## config.mk

```make
export PLATFORM = sky130hd
export DESIGN_NAME = md_unit_flat
export DESIGN_NICKNAME = d
export VERILOG_FILES = /design/src/rtl/md_pkg.sv /design/src/rtl/md_unit_if.sv /design/src/rtl/md_divstep.sv /design/src/rtl/md_unit.sv /design/src/flat_wrapper.sv
export SDC_FILE = /design/constraint.sdc
export NUM_CORES = 1
export LEC_CHECK = 0
export CAP_MARGIN = 40
export CORE_MARGIN = 8
export CORE_UTILIZATION = 52
export DETAILED_ROUTE_END_ITERATION = 7
export GPL_TIMING_DRIVEN = 0
export HOLD_SLACK_MARGIN = 0.06
export PLACE_DENSITY = 0.86
export REMOVE_ABC_BUFFERS = 1
export SYNTH_ARGS = -nofsm -noshare
export SYNTH_HDL_FRONTEND = slang
export SYNTH_SLANG_ARGS = --single-unit
```

## constraint.sdc

```tcl
create_clock -name clk -period 4.3 [get_ports clk]
set_input_delay 1.075 -clock clk [delete_from_list [all_inputs] [get_ports clk]]
set_output_delay 1.075 -clock clk [all_outputs]
set_load 0.1 [all_outputs]
```

## src/rtl/md_pkg.sv

```systemverilog
`default_nettype none
// ============================================================================
//  Module      : md_pkg
//  Description : Shared types and constants for the RV32M multiply/divide
//                unit: funct3 operation encodings, FSM states, iteration count.
//  Revision    : 1.0 - initial release
// ============================================================================
package md_pkg;

    // Number of shift-add / restoring-divide iterations (equals datapath width)
    localparam int MD_ITER = 32;

    // funct3 encodings of the M-extension operations
    typedef enum logic [2:0] {
        OP_MUL    = 3'd0,
        OP_MULH   = 3'd1,
        OP_MULHSU = 3'd2,
        OP_MULHU  = 3'd3,
        OP_DIV    = 3'd4,
        OP_DIVU   = 3'd5,
        OP_REM    = 3'd6,
        OP_REMU   = 3'd7
    } md_op_e;

    typedef enum logic [1:0] {
        IDLE = 2'd0,
        CALC = 2'd1,
        DONE = 2'd2
    } md_state_e;

endpackage
`default_nettype wire

```

## src/rtl/md_unit_if.sv

```systemverilog
`default_nettype none
// ============================================================================
//  Module      : md_unit_if
//  Description : Issue/result handshake bundle between EX and the
//                multiply/divide unit. master = pipeline side, slave = unit.
//  Revision    : 1.0 - initial release
// ============================================================================
interface md_unit_if #(
    parameter int W  = 32,
    parameter int RW = 5
) ();
    logic          in_valid;
    logic          in_ready;
    logic [2:0]    op;
    logic [W-1:0]  a;
    logic [W-1:0]  b;
    logic [RW-1:0] rd_in;
    logic          out_valid;
    logic          out_ready;
    logic [W-1:0]  result;
    logic [RW-1:0] rd_out;
    logic          busy;

    modport master (
        output in_valid, op, a, b, rd_in, out_ready,
        input  in_ready, out_valid, result, rd_out, busy
    );

    modport slave (
        input  in_valid, op, a, b, rd_in, out_ready,
        output in_ready, out_valid, result, rd_out, busy
    );
endinterface
`default_nettype wire

```

## src/rtl/md_divstep.sv

```systemverilog
`default_nettype none
// ============================================================================
//  Module      : md_divstep
//  Description : One combinational restoring-division step. The next dividend
//                bit is shifted from the top of the quotient register into the
//                partial remainder; the divisor is subtracted when it fits.
//                Only built when MD_DIVIDE_EN is defined.
//  Revision    : 1.0 - initial release
// ============================================================================
`ifdef MD_DIVIDE_EN
module md_divstep #(
    parameter int W = 32
) (
    input  wire  [W-1:0] i_rem,
    input  wire  [W-1:0] i_quo,
    input  wire  [W-1:0] i_divisor,
    output logic [W-1:0] o_rem,
    output logic [W-1:0] o_quo
);
    logic [W:0] w_shifted;
    logic [W:0] w_diff;

    // Trial subtraction; bit W of the difference is the borrow (remainder < divisor)
    always_comb begin
        w_shifted = {i_rem, i_quo[W-1]};
        w_diff    = w_shifted - {1'b0, i_divisor};
        if (!w_diff[W]) begin
            o_rem = w_diff[W-1:0];
            o_quo = {i_quo[W-2:0], 1'b1};
        end else begin
            o_rem = w_shifted[W-1:0];
            o_quo = {i_quo[W-2:0], 1'b0};
        end
    end
endmodule
`endif
`default_nettype wire

```

## src/rtl/md_unit.sv

```systemverilog
`default_nettype none
// ============================================================================
//  Module      : md_unit
//  Description : Iterative RV32M multiply/divide unit. Operands are captured
//                as magnitudes plus sign flags, processed one bit per cycle,
//                and sign-corrected on the last iteration. Build macro
//                MD_DIVIDE_EN enables the divider; without it DIV/REM ops
//                complete immediately with result 0.
//  Revision    : 1.0 - initial release
// ============================================================================
module md_unit
    import md_pkg::*;
#(
    parameter int W  = MD_ITER,
    parameter int RW = 5
) (
    input wire       clk,
    input wire       rst_n,
    input wire       flush,
    md_unit_if.slave bus
);
    localparam logic [5:0] c_LAST_ITER = 6'(W - 1);

    md_state_e      r_state;
    md_op_e         r_op;
    logic [RW-1:0]  r_rd;
    logic [5:0]     r_cnt;
    // Shared accumulator: {product_hi, multiplier} for MUL*, {rem, quo} for DIV*
    logic [2*W-1:0] r_acc;
    // Multiplicand magnitude for MUL*, divisor magnitude for DIV*
    logic [W-1:0]   r_opb;
    logic           r_sa;
    logic           r_sb;
    logic [W-1:0]   r_result;

    md_op_e         w_op_in;
    logic           w_is_div;
    logic           w_sgn_a;
    logic           w_sgn_b;
    logic           w_sa;
    logic           w_sb;
    logic [W-1:0]   w_abs_a;
    logic [W-1:0]   w_abs_b;
    logic           w_special;
    logic [W-1:0]   w_spec_res;
    logic [W:0]     w_mul_sum;
    logic [2*W-1:0] w_acc_nxt;
    logic [2*W-1:0] w_prod_fix;
    logic [W-1:0]   w_final;

`ifdef MD_DIVIDE_EN
    logic           w_b_zero;
    logic           w_ovf;
    logic [W-1:0]   w_div_rem;
    logic [W-1:0]   w_div_quo;

    md_divstep #(.W(W)) u_divstep (
        .i_rem     (r_acc[2*W-1:W]),
        .i_quo     (r_acc[W-1:0]),
        .i_divisor (r_opb),
        .o_rem     (w_div_rem),
        .o_quo     (w_div_quo)
    );
`endif

    // Decode incoming op: operand signedness, magnitudes and the CALC-bypass cases
    always_comb begin
        w_op_in  = md_op_e'(bus.op);
        w_is_div = bus.op[2];
        w_sgn_a  = (w_op_in == OP_MULH) || (w_op_in == OP_MULHSU) ||
                   (w_op_in == OP_DIV)  || (w_op_in == OP_REM);
        w_sgn_b  = (w_op_in == OP_MULH) || (w_op_in == OP_DIV) || (w_op_in == OP_REM);
        w_sa     = w_sgn_a & bus.a[W-1];
        w_sb     = w_sgn_b & bus.b[W-1];
        w_abs_a  = w_sa ? (~bus.a + 1'b1) : bus.a;
        w_abs_b  = w_sb ? (~bus.b + 1'b1) : bus.b;
`ifdef MD_DIVIDE_EN
        w_b_zero  = (bus.b == '0);
        w_ovf     = ((w_op_in == OP_DIV) || (w_op_in == OP_REM)) &&
                    (bus.a == {1'b1, {(W-1){1'b0}}}) && (bus.b == '1);
        w_special = w_is_div && (w_b_zero || w_ovf);
        // op[1] distinguishes REM/REMU from DIV/DIVU
        if (w_b_zero)
            w_spec_res = bus.op[1] ? bus.a : '1;
        else
            w_spec_res = bus.op[1] ? '0 : {1'b1, {(W-1){1'b0}}};
`else
        w_special  = w_is_div;
        w_spec_res = '0;
`endif
    end

    // One iteration: shift-add multiply step, or restoring divide step
    always_comb begin
        w_mul_sum = {1'b0, r_acc[2*W-1:W]} + (r_acc[0] ? {1'b0, r_opb} : {(W+1){1'b0}});
        w_acc_nxt = {w_mul_sum, r_acc[W-1:1]};
`ifdef MD_DIVIDE_EN
        if (r_op[2])
            w_acc_nxt = {w_div_rem, w_div_quo};
`endif
    end

    // Sign correction and result select, applied to the final iteration's output
    always_comb begin
        w_prod_fix = (r_sa ^ r_sb) ? (~w_acc_nxt + 1'b1) : w_acc_nxt;
        w_final    = '0;
        case (r_op)
            OP_MUL:                       w_final = w_prod_fix[W-1:0];
            OP_MULH, OP_MULHSU, OP_MULHU: w_final = w_prod_fix[2*W-1:W];
`ifdef MD_DIVIDE_EN
            OP_DIV, OP_DIVU: w_final = (r_sa ^ r_sb) ? (~w_acc_nxt[W-1:0] + 1'b1)
                                                     : w_acc_nxt[W-1:0];
            OP_REM, OP_REMU: w_final = r_sa ? (~w_acc_nxt[2*W-1:W] + 1'b1)
                                            : w_acc_nxt[2*W-1:W];
`endif
            default:                      w_final = '0;
        endcase
    end

    // Control FSM: accept, iterate W cycles, hold result until writeback takes it
    always_ff @(posedge clk) begin
        if (!rst_n) begin
            r_state  <= IDLE;
            r_op     <= OP_MUL;
            r_rd     <= '0;
            r_cnt    <= '0;
            r_acc    <= '0;
            r_opb    <= '0;
            r_sa     <= 1'b0;
            r_sb     <= 1'b0;
            r_result <= '0;
        end else if (flush) begin
            r_state <= IDLE;
            r_cnt   <= '0;
        end else begin
            case (r_state)
                IDLE: begin
                    if (bus.in_valid) begin
                        r_op  <= w_op_in;
                        r_rd  <= bus.rd_in;
                        r_sa  <= w_sa;
                        r_sb  <= w_sb;
                        r_cnt <= '0;
                        if (w_special) begin
                            r_result <= w_spec_res;
                            r_state  <= DONE;
                        end else begin
                            r_acc   <= w_is_div ? {{W{1'b0}}, w_abs_a} : {{W{1'b0}}, w_abs_b};
                            r_opb   <= w_is_div ? w_abs_b : w_abs_a;
                            r_state <= CALC;
                        end
                    end
                end
                CALC: begin
                    r_acc <= w_acc_nxt;
                    r_cnt <= r_cnt + 6'd1;
                    if (r_cnt == c_LAST_ITER) begin
                        r_result <= w_final;
                        r_state  <= DONE;
                    end
                end
                DONE: begin
                    if (bus.out_ready)
                        r_state <= IDLE;
                end
                default: r_state <= IDLE;
            endcase
        end
    end

    assign bus.in_ready  = (r_state == IDLE);
    assign bus.busy      = (r_state != IDLE);
    assign bus.out_valid = (r_state == DONE);
    assign bus.result    = r_result;
    assign bus.rd_out    = r_rd;

endmodule
`default_nettype wire
```

## src/flat_wrapper.sv

```systemverilog
// flat-port wrapper written by rule: the top's interface ports become plain ports
module md_unit_flat import md_pkg::*;
#(
    parameter int W  = MD_ITER,
    parameter int RW = 5
)
  (clk, rst_n, flush, bus_in_valid, bus_op, bus_a, bus_b, bus_rd_in, bus_out_ready, bus_in_ready, bus_out_valid, bus_result, bus_rd_out, bus_busy);
  md_unit_if #(.W(W), .RW(RW)) bus_i ();
  input wire clk;
  input wire rst_n;
  input wire flush;
  input wire logic [$bits(bus_i.in_valid)-1:0] bus_in_valid;
  input wire logic [$bits(bus_i.op)-1:0] bus_op;
  input wire logic [$bits(bus_i.a)-1:0] bus_a;
  input wire logic [$bits(bus_i.b)-1:0] bus_b;
  input wire logic [$bits(bus_i.rd_in)-1:0] bus_rd_in;
  input wire logic [$bits(bus_i.out_ready)-1:0] bus_out_ready;
  output wire logic [$bits(bus_i.in_ready)-1:0] bus_in_ready;
  output wire logic [$bits(bus_i.out_valid)-1:0] bus_out_valid;
  output wire logic [$bits(bus_i.result)-1:0] bus_result;
  output wire logic [$bits(bus_i.rd_out)-1:0] bus_rd_out;
  output wire logic [$bits(bus_i.busy)-1:0] bus_busy;
  assign bus_i.in_valid = bus_in_valid;
  assign bus_i.op = bus_op;
  assign bus_i.a = bus_a;
  assign bus_i.b = bus_b;
  assign bus_i.rd_in = bus_rd_in;
  assign bus_i.out_ready = bus_out_ready;
  assign bus_in_ready = bus_i.in_ready;
  assign bus_out_valid = bus_i.out_valid;
  assign bus_result = bus_i.result;
  assign bus_rd_out = bus_i.rd_out;
  assign bus_busy = bus_i.busy;
  md_unit #(.W(W), .RW(RW)) u_core (.clk(clk), .rst_n(rst_n), .flush(flush), .bus(bus_i));
endmodule
```

==> results of run 1 <==
critical path, stage by stage, from the launching register on:
cell and delay (ps):
sky130_fd_sc_hd__dfxtp_4 410, sky130_fd_sc_hd__and2_1 190, sky130_fd_sc_hd__ha_1 230, sky130_fd_sc_hd__fa_2 390
sky130_fd_sc_hd__a21o_4 250, sky130_fd_sc_hd__a41oi_4 240, sky130_fd_sc_hd__a21oi_2 100, sky130_fd_sc_hd__or4_4 600
sky130_fd_sc_hd__nor4_4 230, sky130_fd_sc_hd__nand4_1 230, sky130_fd_sc_hd__nor4_4 330, sky130_fd_sc_hd__clkdlybuf4s15_2 320
sky130_fd_sc_hd__nand4b_1 140, sky130_fd_sc_hd__nor3b_1 180, sky130_fd_sc_hd__o32ai_1 270
state kept, by name, summed over array words and instances, names as in the netlist:
signal	count
u_core.bus.rd_out	5
u_core.bus.result	32
u_core.r_acc	64
u_core.r_cnt	6
u_core.r_op	3
u_core.r_opb	32
u_core.r_sa	1
u_core.r_sb	1
u_core.r_state	2
per-layer routing:
metal / routed length (µm) / vias to the layer above / GRT usage, %
met1: 14100 / 5654 / 31.7
li1: - / 5606 / -
met2: 17000 / 620 / 43.1
met3: 3130 / 132 / 5.32
met5: 0 / - / 0
met4: 1600 / 0 / 13.6
timing repair:
item,in CTS,in global routing
gates cloned,0,0
resized for setup,21,31
pin swaps,5,13
buffers inserted,4,5
setup endpoints to repair,24,22
hold buffers,0,0
final timing paths:
path / from / cells past startpoint / endpoint / slack, ps
setup / recovery: u_core.r_acc[0] / 14 / u_core.bus.result[30] / 110
hold reg to reg: u_core.r_opb[20] / 2 / u_core.r_opb[20] / 450
hold / removal: u_core.r_opb[20] / 2 / u_core.r_opb[20] / 450
setup reg to reg: u_core.r_acc[0] / 14 / u_core.bus.result[30] / 110
power groups by stage:
stage | sequential, mW | combinational [mW] | clock, mW
4_1_cts | 1.42 | 0.728 | 1.48
5_1_grt | 1.43 | 0.825 | 1.54
6_report | 1.43 | 0.774 | 1.48
2_1_floorplan | 1.46 | 0.399 | 0
3_3_place_gp | 1.45 | 0.631 | 0
3_5_place_dp | 1.46 | 0.691 | 0
Yosys cell counts (5+ instances only):
library cell	n	area, µm²
sky130_fd_sc_hd__a21boi_0	6	45.0
sky130_fd_sc_hd__a21oi_1	126	631
sky130_fd_sc_hd__mux2i_1	6	60.1
sky130_fd_sc_hd__buf_1	6	22.5
sky130_fd_sc_hd__nand3_1	19	95.1
sky130_fd_sc_hd__nor3_1	40	200
sky130_fd_sc_hd__a31oi_1	9	56.3
sky130_fd_sc_hd__o211ai_1	5	37.5
sky130_fd_sc_hd__nor2_1	204	766
sky130_fd_sc_hd__a22oi_1	53	398
sky130_fd_sc_hd__o31ai_1	24	180
sky130_fd_sc_hd__dfxtp_1	146	2920
sky130_fd_sc_hd__nand2b_1	18	113
sky130_fd_sc_hd__and2_1	46	288
sky130_fd_sc_hd__o41ai_1	10	87.6
sky130_fd_sc_hd__or2_2	8	50.1
sky130_fd_sc_hd__a211oi_1	42	315
sky130_fd_sc_hd__o21a_1	13	97.6
sky130_fd_sc_hd__nand4_1	12	75.1
sky130_fd_sc_hd__o21ai_0	92	460
sky130_fd_sc_hd__and3_1	5	31.3
sky130_fd_sc_hd__clkbuf_1	75	282
sky130_fd_sc_hd__and4_1	5	43.8
sky130_fd_sc_hd__a222oi_1	10	100
sky130_fd_sc_hd__nand2_1	132	495
sky130_fd_sc_hd__xor2_1	68	596
sky130_fd_sc_hd__or3_1	12	75.1
sky130_fd_sc_hd__o22ai_1	14	87.6
sky130_fd_sc_hd__or4_1	12	90.1
sky130_fd_sc_hd__ha_1	36	450
sky130_fd_sc_hd__xnor2_1	54	473
sky130_fd_sc_hd__nand3b_1	5	37.5
sky130_fd_sc_hd__a21o_1	11	82.6
sky130_fd_sc_hd__nor4_1	20	125
sky130_fd_sc_hd__inv_1	27	101
sky130_fd_sc_hd__buf_2	5	25.0
sky130_fd_sc_hd__nor2b_1	8	50.1
cell families after synthesis:
logic type / count (synthesis)
and+or+nand+nor: 568
AOI/OAI and AO/OA: 472
DFF: 146
xor gates and xnor gates: 122
buffers and inverters: 116
adders and majority gates: 37
muxes: 7
area by class of cell:
type / instances / area, µm² / share of cell area (%)
Clock buffer: 17 / 425 / 3.06
Clock inverter: 15 / 150 / 1.08
Inverter: 27 / 104 / 0.747
Multi-Input combinational cell: 1206 / 7850 / 56.5
Sequential cell: 146 / 2930 / 21.1
Tap cell: 275 / 344 / 2.48
Timing Repair Buffer: 182 / 2090 / 15.1
==> report_table.html, run 1 <==
<table>
<tr><th>Metric</th><th>Value</th></tr>
<tr><th colspan="2">Outcome</th></tr>
<tr><td>Outcome</td><td>finished clean</td></tr>
<tr><th colspan="2">Drt</th></tr>
<tr><td>DRC violation total after the first TritonRoute iteration</td><td>1321</td></tr>
<tr><td>Routed wire length</td><td>35800 µm</td></tr>
<tr><td>DRC errors left</td><td>0</td></tr>
<tr><td>Vias</td><td>12000</td></tr>
<tr><td>Antenna Violating Nets Remaining</td><td>0</td></tr>
<tr><td>Via count normalized by instance count</td><td>6.43</td></tr>
<tr><td>Routed wirelength normalized by instance count</td><td>19.2 µm</td></tr>
<tr><td>Number of detailed-routing iterations run before antenna repair</td><td>6</td></tr>
<tr><th colspan="2">Pwr</th></tr>
<tr><td>Switching Fraction</td><td>31.8%</td></tr>
<tr><td>Overall power of the completed layout</td><td>3.68 mW</td></tr>
<tr><td>Share of total power in the clock network</td><td>40.3%</td></tr>
<tr><td>P_leak</td><td>5.18 nW</td></tr>
<tr><td>Power density of the placed cells</td><td>265 nW/µm²</td></tr>
<tr><td>Comb pwr share</td><td>21.0%</td></tr>
<tr><td>Share of total power in sequential cells</td><td>38.7%</td></tr>
<tr><td>P_int</td><td>2.51 mW</td></tr>
<tr><td>Maximum resistive drop on vdd</td><td>0.000279 V</td></tr>
<tr><td>Switch Pwr</td><td>1.17 mW</td></tr>
<tr><th colspan="2">Placement</th></tr>
<tr><td>Final weighted congestion of routability-driven global placement</td><td>0.934</td></tr>
<tr><td>Placed cell count</td><td>1827</td></tr>
<tr><td>Post-DP HPWL</td><td>26200 µm</td></tr>
<tr><td>Post-DP Area</td><td>13000 µm²</td></tr>
<tr><td>Pre-CTS setup slack</td><td>-767 ps</td></tr>
<tr><td>Count of buffers from port buffering</td><td>116</td></tr>
<tr><th colspan="2">Timing</th></tr>
<tr><td>Worst hold margin</td><td>447 ps</td></tr>
<tr><td>Post-route setup TNS</td><td>0 ps</td></tr>
<tr><td>RSZ-0062 raised after global routing</td><td>yes</td></tr>
<tr><td>Final critical delay including setup and external delays</td><td>4190 ps</td></tr>
<tr><td>Tcrit/Tclk final</td><td>97.4%</td></tr>
<tr><td>Final worst setup slack</td><td>111 ps</td></tr>
<tr><td>Number of endpoints with negative hold slack in the final report</td><td>0</td></tr>
<tr><td>Skew final</td><td>7.56 ps</td></tr>
<tr><td>Transition time of the tightest slew-check pin</td><td>1050 ps</td></tr>
<tr><td>Final setup vio count</td><td>0</td></tr>
<tr><td>Number of max-slew violations in the final report</td><td>0</td></tr>
<tr><td>Rel. slew slack</td><td>29.9%</td></tr>
<tr><td>Highest clock rate</td><td>239 MHz</td></tr>
<tr><th colspan="2">Clock network</th></tr>
<tr><td>Total number of clock tree sinks</td><td>146</td></tr>
<tr><td>Clock slew seen by the registers of the worst setup and hold paths</td><td>70 ps</td></tr>
<tr><td>Maximum buffer depth of the clock tree</td><td>2</td></tr>
<tr><td>CTS Root Cell</td><td>sky130_fd_sc_hd__clkbuf_16</td></tr>
<tr><td>Clk_lat worst skew</td><td>440 ps</td></tr>
<tr><td>Cts bufs inserted</td><td>17</td></tr>
<tr><td>Clock tree from TritonCTS</td><td>built</td></tr>
<tr><td>CTS H-Tree Depth</td><td>4</td></tr>
<tr><th colspan="2">Cells and area</th></tr>
<tr><td>Layout net count</td><td>1694</td></tr>
<tr><td>Post-route cell area</td><td>13900 µm²</td></tr>
<tr><td>Final-layout fill cell count</td><td>1696</td></tr>
<tr><td>Final design utilization</td><td>66.7%</td></tr>
<tr><td>Count of placed standard cells in the final layout, fillers left out</td><td>1868</td></tr>
<tr><td>Share of cells above drive strength 1</td><td>10.9%</td></tr>
<tr><td>Most used cells in the layout excluding fill and tap cells</td><td>sky130_fd_sc_hd__nor2_1, sky130_fd_sc_hd__dfxtp_1, sky130_fd_sc_hd__nand2_1</td></tr>
<tr><td>Antenna cell count</td><td>0</td></tr>
<tr><td>Area overhead of the layout relative to synthesis</td><td>27.2%</td></tr>
<tr><td>Most common library cell in the layout ignoring fill and taps</td><td>sky130_fd_sc_hd__nor2_1</td></tr>
<tr><th colspan="2">Synthesis</th></tr>
<tr><td>Synth Instances</td><td>1468</td></tr>
<tr><td>Main combinational cell family by area after synthesis</td><td>compound AO/OA/AOI/OAI gates</td></tr>
<tr><td>Share of the synthesized netlist area taken by xor and xnor gates</td><td>9.78%</td></tr>
<tr><td>Multiplexer fraction of the synthesized cell area</td><td>0.653%</td></tr>
<tr><td>Share of flip-flops with an asynchronous set or reset after synthesis</td><td>0%</td></tr>
<tr><td>Number of synthesized flops with an enable pin</td><td>0</td></tr>
<tr><td>Mapped Avg Cell Area</td><td>7.44 µm²</td></tr>
<tr><td>Top_reg_cell synth</td><td>sky130_fd_sc_hd__dfxtp_1</td></tr>
<tr><td>Number of synthesized register bits</td><td>146</td></tr>
<tr><td>Share of synthesized cell area in full adder, half adder and majority cells</td><td>4.31%</td></tr>
<tr><td>Cell area after technology mapping</td><td>10900 µm²</td></tr>
<tr><td>Number of warnings reported in the yosys synthesis log</td><td>0</td></tr>
<tr><td>Synthesized-area fraction occupied by ao, oa, aoi and oai cells</td><td>28.7%</td></tr>
<tr><td>Simple-gate share of the synthesized area</td><td>25.6%</td></tr>
<tr><td>Post-synthesis sequential area ratio</td><td>26.8%</td></tr>
<tr><td>Count of different cell masters after synthesis</td><td>91</td></tr>
<tr><th colspan="2">GRT</th></tr>
<tr><td>Global-route wire length before repair</td><td>56200 µm</td></tr>
<tr><td>Global-route congestion overflow total</td><td>0</td></tr>
<tr><td>Combined global-route utilization of all metal layers</td><td>26.2%</td></tr>
<tr><td>Initial antenna violation count</td><td>0</td></tr>
<tr><td>Pin count of the biggest net entering global routing</td><td>87</td></tr>
<tr><td>Via count of the first global-routing pass</td><td>11200</td></tr>
<tr><th colspan="2">Critical path</th></tr>
<tr><td>CP required</td><td>4650 ps</td></tr>
<tr><td>Type of the worst setup path</td><td>reg2reg</td></tr>
<tr><td>Critical path capture point type</td><td>flip-flop</td></tr>
<tr><td>Signal arrival time at the worst endpoint</td><td>4540 ps</td></tr>
<tr><td>Sort of element at the start of the critical path</td><td>flip-flop</td></tr>
<tr><td>Maximum fanout along the worst path</td><td>18</td></tr>
<tr><th colspan="2">Floorplanning</th></tr>
<tr><td>Boundary Pins</td><td>117</td></tr>
<tr><td>Initial cell density of the core</td><td>52.4%</td></tr>
<tr><td>Die Ht</td><td>161 µm</td></tr>
<tr><td>Standard-cell row count</td><td>53</td></tr>
<tr><td>Width of the die</td><td>161 µm</td></tr>
<tr><td>Core region area</td><td>20800 µm²</td></tr>
<tr><td>Die area</td><td>25900 µm²</td></tr>
<tr><th colspan="2">Job</th></tr>
<tr><td>Count of maximum capacitance violations</td><td>0</td></tr>
<tr><th colspan="2">Hold path</th></tr>
<tr><td>Type of the most critical hold path</td><td>reg2reg</td></tr>
</table>
Note: power is estimated with default switching activity, not from simulation.
==> run 2, diff against run 1 <==
CORE_ASPECT_RATIO = 0.9   (was default)
GPL_ROUTABILITY_DRIVEN = 0   (was default)
==> run 2 against run 1 <==
Against the previous run: the flow now finishes with violations (setup timing); die area barely moved; wire length rose by 2.9%; total power up 2.4%; cell area up 1.4%; critical path depth is 2 lower; core utilization grew 1.3 points; register-to-register slack worse by 200 ps.
==> report_table.html, run 2 (synthesis results as in run 1) <==
<table>
<tr><th>Metric</th><th>Value</th></tr>
<tr><th colspan="2">Critical path</th></tr>
<tr><td>Crit path largest cell delay</td><td>660 ps</td></tr>
<tr><td>Reg2Reg Launch Point</td><td>u_core.r_acc[0]</td></tr>
<tr><td>Maximum fanout along the worst path</td><td>16</td></tr>
<tr><td>Cell with the largest stage delay on the worst path</td><td>sky130_fd_sc_hd__o21ai_0</td></tr>
<tr><td>Sort of element at the start of the critical path</td><td>flip-flop</td></tr>
<tr><td>R2R cell count</td><td>12</td></tr>
<tr><td>Type of the worst setup path</td><td>reg2reg</td></tr>
<tr><td>CP required</td><td>4650 ps</td></tr>
<tr><td>Ordered list of cells on the worst path</td><td>buf_12 -&gt; and2_1 -&gt; ha_1 -&gt; nand2_1 -&gt; o21ai_0 -&gt; a221o_1 -&gt; nor2b_1 -&gt; nor3_1 -&gt; nor4_4 -&gt; or3b_4 -&gt; or4_4 -&gt; a311oi_2</td></tr>
<tr><td>Signal arrival time at the worst endpoint</td><td>4740 ps</td></tr>
<tr><td>Critical path startpoint</td><td>u_core.r_acc[0]</td></tr>
<tr><td>Critical path capture point type</td><td>flip-flop</td></tr>
<tr><th colspan="2">Timing</th></tr>
<tr><td>Number of max-slew violations in the final report</td><td>0</td></tr>
<tr><td>Tcrit/Tclk final</td><td>102%</td></tr>
<tr><td>Highest clock rate</td><td>228 MHz</td></tr>
<tr><td>Transition time of the tightest slew-check pin</td><td>1030 ps</td></tr>
<tr><td>Final setup vio count</td><td>2</td></tr>
<tr><td>Number of endpoints with negative hold slack in the final report</td><td>0</td></tr>
<tr><td>Post-route setup TNS</td><td>-104 ps</td></tr>
<tr><td>RSZ-0062 raised after global routing</td><td>yes</td></tr>
<tr><td>Final worst setup slack</td><td>-85.2 ps</td></tr>
<tr><td>Rel. slew slack</td><td>31.4%</td></tr>
<tr><td>Skew final</td><td>16.9 ps</td></tr>
<tr><td>Final critical delay including setup and external delays</td><td>4390 ps</td></tr>
<tr><th colspan="2">Pwr</th></tr>
<tr><td>P_int</td><td>2.63 mW</td></tr>
<tr><td>Share of total power in sequential cells</td><td>37.8%</td></tr>
<tr><td>Switch Pwr</td><td>1.14 mW</td></tr>
<tr><td>Power density of the placed cells</td><td>267 nW/µm²</td></tr>
<tr><td>Overall power of the completed layout</td><td>3.77 mW</td></tr>
<tr><td>Switching Fraction</td><td>30.2%</td></tr>
<tr><td>Comb pwr share</td><td>21.2%</td></tr>
<tr><td>Share of total power in the clock network</td><td>40.9%</td></tr>
<tr><td>Maximum resistive drop on vdd</td><td>0.000212 V</td></tr>
<tr><td>P_leak</td><td>5.26 nW</td></tr>
<tr><th colspan="2">Floorplanning</th></tr>
<tr><td>Initial cell density of the core</td><td>52.7%</td></tr>
<tr><td>Die area</td><td>25900 µm²</td></tr>
<tr><td>Core region area</td><td>20700 µm²</td></tr>
<tr><td>Width of the die</td><td>169 µm</td></tr>
<tr><td>Standard-cell row count</td><td>50</td></tr>
<tr><td>Die Ht</td><td>153 µm</td></tr>
<tr><td>Boundary Pins</td><td>117</td></tr>
<tr><th colspan="2">Cells and area</th></tr>
<tr><td>Largest register by flop count</td><td>u_core.r_acc</td></tr>
<tr><td>Area overhead of the layout relative to synthesis</td><td>29.0%</td></tr>
<tr><td>Share of cells above drive strength 1</td><td>11.9%</td></tr>
<tr><td>Most used cells in the layout excluding fill and tap cells</td><td>sky130_fd_sc_hd__nor2_1, sky130_fd_sc_hd__dfxtp_1, sky130_fd_sc_hd__nand2_1</td></tr>
<tr><td>Final design utilization</td><td>68.0%</td></tr>
<tr><td>Max FFs per register</td><td>64</td></tr>
<tr><td>Layout net count</td><td>1712</td></tr>
<tr><td>Final-layout fill cell count</td><td>1562</td></tr>
<tr><td>Most common library cell in the layout ignoring fill and taps</td><td>sky130_fd_sc_hd__nor2_1</td></tr>
<tr><td>Antenna cell count</td><td>0</td></tr>
<tr><th colspan="2">Drt</th></tr>
<tr><td>Antenna Violating Nets Remaining</td><td>0</td></tr>
<tr><td>Routed wirelength normalized by instance count</td><td>19.4 µm</td></tr>
<tr><td>Vias</td><td>12300</td></tr>
<tr><td>Number of detailed-routing iterations run before antenna repair</td><td>6</td></tr>
<tr><td>Routed wire length</td><td>36900 µm</td></tr>
<tr><td>DRC errors left</td><td>0</td></tr>
<tr><td>DRC violation total after the first TritonRoute iteration</td><td>1712</td></tr>
<tr><td>Via count normalized by instance count</td><td>6.46</td></tr>
<tr><th colspan="2">Hold path</th></tr>
<tr><td>Worst hold path startpoint</td><td>u_core.r_opb[26]</td></tr>
<tr><td>Type of the most critical hold path</td><td>reg2reg</td></tr>
<tr><td>Cell depth of the worst min-delay path</td><td>2</td></tr>
<tr><th colspan="2">Outcome</th></tr>
<tr><td>Outcome</td><td>finished with violations</td></tr>
<tr><td>Failing checks</td><td>setup timing</td></tr>
<tr><th colspan="2">Clock network</th></tr>
<tr><td>CTS H-Tree Depth</td><td>4</td></tr>
<tr><td>Maximum buffer depth of the clock tree</td><td>2</td></tr>
<tr><td>CTS Root Cell</td><td>sky130_fd_sc_hd__clkbuf_16</td></tr>
<tr><td>Clock tree from TritonCTS</td><td>built</td></tr>
<tr><td>Total number of clock tree sinks</td><td>146</td></tr>
<tr><td>Clock slew seen by the registers of the worst setup and hold paths</td><td>60 ps</td></tr>
<tr><td>Clk_lat worst skew</td><td>450 ps</td></tr>
<tr><td>CTS Hold Bufs</td><td>0</td></tr>
<tr><td>Cts bufs inserted</td><td>17</td></tr>
<tr><th colspan="2">GRT</th></tr>
<tr><td>Via count of the first global-routing pass</td><td>11200</td></tr>
<tr><td>Pin count of the biggest net entering global routing</td><td>80</td></tr>
<tr><td>Global-route congestion overflow total</td><td>0</td></tr>
<tr><td>Initial antenna violation count</td><td>0</td></tr>
<tr><td>Combined global-route utilization of all metal layers</td><td>26.6%</td></tr>
<tr><td>Global-route wire length before repair</td><td>57000 µm</td></tr>
<tr><th colspan="2">Placement</th></tr>
<tr><td>Post-DP HPWL</td><td>25900 µm</td></tr>
<tr><td>Count of buffers from port buffering</td><td>116</td></tr>
<tr><th colspan="2">Job</th></tr>
<tr><td>Count of maximum capacitance violations</td><td>0</td></tr>
</table>
[run 2: power by group through the flow]
stage	Clock, mW	Combinational, mW	Sequential [mW]
after global routing	1.60	0.855	1.43
after floorplan	0	0.399	1.46
after CTS	1.54	0.730	1.42
after detailed placement	0	0.687	1.45
after global placement	0	0.629	1.45
final	1.54	0.801	1.43
[run 2: layout make-up]
class	count	area, µm²	area share (%)
multi-input combinational	1206	7860	55.8
timing repair buffer	200	2250	16.0
inverter	27	104	0.737
tap	286	358	2.54
clock inverter	12	158	1.12
sequential	146	2930	20.8
clock buffer	20	437	3.10
[run 2: path summary, 6_finish.rpt]
| check | endpoint | slack [ps] |
|---|---|---|
| setup / recovery | u_core.bus.result[29] | -90 |
| hold / removal | u_core.r_opb[26] | 450 |
| setup reg to reg | u_core.bus.result[29] | -90 |
| hold reg to reg | u_core.r_opb[26] | 450 |
[run 2: layer usage]
metal	vias to the layer above	share of wire, %	global-route usage (%)
li1	5624	-	-
met1	5725	40	33.8
met2	774	46	42.5
met3	140	9.9	6.69
met4	0	3.6	10.1
met5	-	0	0
[run 2: stage by stage]
stage / cell area (µm²) / hold slack [ps] / worst slack, ps / std cells
6_report: 14100 / 454 / -85.2 / 1897
5_1_grt: 14100 / 464 / -228 / 1897
4_1_cts: 13800 / 455 / 2.80 / 1878
3_5_place_dp: 13000 / 440 / -743 / 1839
3_3_place_gp: 12100 / 430 / -3070 / 1781
2_1_floorplan: 10600 / 417 / -644 / 1379
[run 2: what timing repair did]
| action | 4_1_cts | 5_1_grt |
|---|---|---|
| buffers inserted | 7 | 19 |
| setup endpoints to repair | 17 | 21 |
| gates cloned | 0 | 1 |
| gates resized for setup | 23 | 36 |
| pin swaps | 9 | 26 |
[run 2: critical path: cells and delay by family, from the launching register on]
kind	cells	cell delay, ps
DFF	1	360
adders and majority gates	1	500
AOI/OAI and AO/OA	3	1250
and+or+nand+nor	7	2050
buffers and inverters	1	150
==> run 3, diff against run 2 <==
RECOVER_POWER = 100   (was default)
==> run 3 against run 2 <==
Against the previous run: the run ends with DRC, setup timing left; critical path type unchanged; final cell count stayed put; register-to-register slack hardly changed; wire length hardly changed; global-route usage stayed put; critical endpoint unchanged; clock power hardly changed.
==> report_table.html, run 3 (synthesis results as in run 1) <==
<table>
<tr><th>Metric</th><th>Value</th></tr>
<tr><th colspan="2">Clock network</th></tr>
<tr><td>Clk_lat worst skew</td><td>450 ps</td></tr>
<tr><td>Clock tree from TritonCTS</td><td>built</td></tr>
<tr><td>Total number of clock tree sinks</td><td>146</td></tr>
<tr><td>CTS Root Cell</td><td>sky130_fd_sc_hd__clkbuf_16</td></tr>
<tr><td>CTS Hold Bufs</td><td>0</td></tr>
<tr><td>CTS H-Tree Depth</td><td>4</td></tr>
<tr><td>Clock slew seen by the registers of the worst setup and hold paths</td><td>60 ps</td></tr>
<tr><td>Cts bufs inserted</td><td>17</td></tr>
<tr><td>Maximum buffer depth of the clock tree</td><td>2</td></tr>
<tr><th colspan="2">Floorplanning</th></tr>
<tr><td>Width of the die</td><td>169 µm</td></tr>
<tr><td>Initial cell density of the core</td><td>52.7%</td></tr>
<tr><td>Standard-cell row count</td><td>50</td></tr>
<tr><td>Die area</td><td>25900 µm²</td></tr>
<tr><td>Core region area</td><td>20700 µm²</td></tr>
<tr><td>Die Ht</td><td>153 µm</td></tr>
<tr><td>Boundary Pins</td><td>117</td></tr>
<tr><th colspan="2">Pwr</th></tr>
<tr><td>Switching Fraction</td><td>30.2%</td></tr>
<tr><td>P_int</td><td>2.63 mW</td></tr>
<tr><td>Switch Pwr</td><td>1.14 mW</td></tr>
<tr><td>Comb pwr share</td><td>21.3%</td></tr>
<tr><td>P_leak</td><td>5.26 nW</td></tr>
<tr><td>Share of total power in sequential cells</td><td>37.8%</td></tr>
<tr><td>Share of total power in the clock network</td><td>40.9%</td></tr>
<tr><td>Power density of the placed cells</td><td>267 nW/µm²</td></tr>
<tr><td>Maximum resistive drop on vdd</td><td>0.000211 V</td></tr>
<tr><td>Overall power of the completed layout</td><td>3.77 mW</td></tr>
<tr><th colspan="2">Timing</th></tr>
<tr><td>Post-route setup TNS</td><td>-99.7 ps</td></tr>
<tr><td>Final worst setup slack</td><td>-89.8 ps</td></tr>
<tr><td>Final critical delay including setup and external delays</td><td>4390 ps</td></tr>
<tr><td>Skew final</td><td>16.8 ps</td></tr>
<tr><td>RSZ-0062 raised after global routing</td><td>yes</td></tr>
<tr><td>Transition time of the tightest slew-check pin</td><td>1130 ps</td></tr>
<tr><td>Number of max-slew violations in the final report</td><td>0</td></tr>
<tr><td>Tcrit/Tclk final</td><td>102%</td></tr>
<tr><td>Final setup vio count</td><td>2</td></tr>
<tr><td>Highest clock rate</td><td>228 MHz</td></tr>
<tr><td>Rel. slew slack</td><td>24.1%</td></tr>
<tr><td>Number of endpoints with negative hold slack in the final report</td><td>0</td></tr>
<tr><th colspan="2">Drt</th></tr>
<tr><td>Routed wire length</td><td>36900 µm</td></tr>
<tr><td>Vias</td><td>12300</td></tr>
<tr><td>Routed wirelength normalized by instance count</td><td>19.5 µm</td></tr>
<tr><td>Antenna Violating Nets Remaining</td><td>0</td></tr>
<tr><td>Number of detailed-routing iterations run before antenna repair</td><td>8</td></tr>
<tr><td>DRC errors left</td><td>1</td></tr>
<tr><td>DRC violation total after the first TritonRoute iteration</td><td>1712</td></tr>
<tr><td>Via count normalized by instance count</td><td>6.47</td></tr>
<tr><th colspan="2">Job</th></tr>
<tr><td>Count of maximum capacitance violations</td><td>0</td></tr>
<tr><th colspan="2">Placement</th></tr>
<tr><td>Pre-CTS setup slack</td><td>-743 ps</td></tr>
<tr><td>Count of buffers from port buffering</td><td>116</td></tr>
<tr><td>Post-DP HPWL</td><td>25900 µm</td></tr>
<tr><th colspan="2">GRT</th></tr>
<tr><td>Combined global-route utilization of all metal layers</td><td>26.6%</td></tr>
<tr><td>Met1 track demand over resource in global routing</td><td>33.8%</td></tr>
<tr><td>Grt peak-use layer</td><td>met2</td></tr>
<tr><td>Via count of the first global-routing pass</td><td>11200</td></tr>
<tr><td>Met2 demand-to-capacity share in global routing</td><td>42.5%</td></tr>
<tr><td>Met3 global-route usage</td><td>6.69%</td></tr>
<tr><td>Pin count of the biggest net entering global routing</td><td>80</td></tr>
<tr><td>Global-route wire length before repair</td><td>57000 µm</td></tr>
<tr><td>Global-route congestion overflow total</td><td>0</td></tr>
<tr><td>Initial antenna violation count</td><td>0</td></tr>
<tr><th colspan="2">Outcome</th></tr>
<tr><td>Failing checks</td><td>DRC, setup timing</td></tr>
<tr><td>Outcome</td><td>finished with violations</td></tr>
<tr><th colspan="2">Cells and area</th></tr>
<tr><td>Antenna cell count</td><td>0</td></tr>
<tr><td>Largest register by flop count</td><td>u_core.r_acc</td></tr>
<tr><td>Most used cells in the layout excluding fill and tap cells</td><td>sky130_fd_sc_hd__nor2_1, sky130_fd_sc_hd__dfxtp_1, sky130_fd_sc_hd__nand2_1</td></tr>
<tr><td>Area overhead of the layout relative to synthesis</td><td>29.0%</td></tr>
<tr><td>Most common library cell in the layout ignoring fill and taps</td><td>sky130_fd_sc_hd__nor2_1</td></tr>
<tr><td>Share of cells above drive strength 1</td><td>11.9%</td></tr>
<tr><td>Layout net count</td><td>1712</td></tr>
<tr><td>Max FFs per register</td><td>64</td></tr>
<tr><th colspan="2">Critical path</th></tr>
<tr><td>Crit path largest cell delay</td><td>640 ps</td></tr>
<tr><td>Ordered list of cells on the worst path</td><td>buf_12 -&gt; and2_1 -&gt; ha_1 -&gt; a21oi_1 -&gt; o21ai_0 -&gt; a221o_1 -&gt; nor2b_1 -&gt; nor3_1 -&gt; nor4_4 -&gt; or3b_4 -&gt; or4_4 -&gt; a311oi_2</td></tr>
<tr><td>Cell with the largest stage delay on the worst path</td><td>sky130_fd_sc_hd__o21ai_0</td></tr>
<tr><td>CP required</td><td>4650 ps</td></tr>
<tr><td>Maximum fanout along the worst path</td><td>16</td></tr>
<tr><td>Type of the worst setup path</td><td>reg2reg</td></tr>
<tr><td>Sort of element at the start of the critical path</td><td>flip-flop</td></tr>
<tr><td>Critical path capture point type</td><td>flip-flop</td></tr>
<tr><td>Signal arrival time at the worst endpoint</td><td>4740 ps</td></tr>
<tr><th colspan="2">Hold path</th></tr>
<tr><td>Type of the most critical hold path</td><td>reg2reg</td></tr>
</table>
-- run 3: cell count changes in the layout (fill, tap and decap cells not counted), sizes merged --
cell           previous run  this run
inv                      29        28
clkdlybuf4s50           116       115
clkinvlp                  6         7
dlygate4sd3               0         1
-- run 3: worst paths after layout --
kind,startpoint,endpoint,slack [ps],cells after the start
worst max-delay path,u_core.r_acc[0],u_core.bus.result[29],-90,12
worst min register to register,u_core.r_opb[26],u_core.r_opb[26],450,2
worst min-delay path,u_core.r_opb[26],u_core.r_opb[26],450,2
worst max register to register,u_core.r_acc[0],u_core.bus.result[29],-90,12
-- run 3: critical path: cells and delay by family, from the launching register on --
| kind | cells | cell delay [ps] |
|---|---|---|
| AND/OR/NAND/NOR | 6 | 1930 |
| AO/OA/AOI/OAI | 4 | 1390 |
| flip-flops | 1 | 360 |
| adder cells (fa/ha/maj) | 1 | 480 |
| buffers and inverters | 1 | 150 |
-- run 3: final cells by class --
type                    instances  area, µm²
well taps                     286        358
clock inverters                12        158
inverters                      27        103
flip-flops and latches        146       2930
multi-input cells            1206       7860
clock buffers                  20        437
repair buffers                200       2250
fillers                      1563       6620
-- run 3: power groups by stage --
stage	Clock, mW	Sequential [mW]	Combinational, mW
floorplan	0	1.46	0.399
global placement	0	1.45	0.629
detailed placement	0	1.45	0.687
CTS	1.54	1.42	0.730
global route	1.60	1.43	0.855
finish	1.54	1.43	0.801
-- run 3: routing by layer --
layer / share of wire, % / wire (µm) / vias to the layer above
li1: - / - / 5620
met1: 40 / 14800 / 5751
met2: 46 / 17100 / 771
met3: 9.9 / 3660 / 139
met4: 3.6 / 1350 / 0
met5: 0 / 0 / -
-- run 3: timing repair --
action	CTS	global route
gates resized for setup	23	36
hold endpoints to repair	0	0
pin swaps	9	26
setup buffers	7	19
setup endpoints to repair	17	21
cloned	0	1
-- run 3: stage by stage --
stage	hold slack, ps	std cells	area [µm²]	util, %
after CTS	455	1878	13800	66.5
after floorplan	417	1379	10600	-
after detailed placement	440	1839	13000	62.8
final	454	1897	14100	68.0
after global placement	430	1781	12100	58.4
after global routing	464	1897	14100	68.0
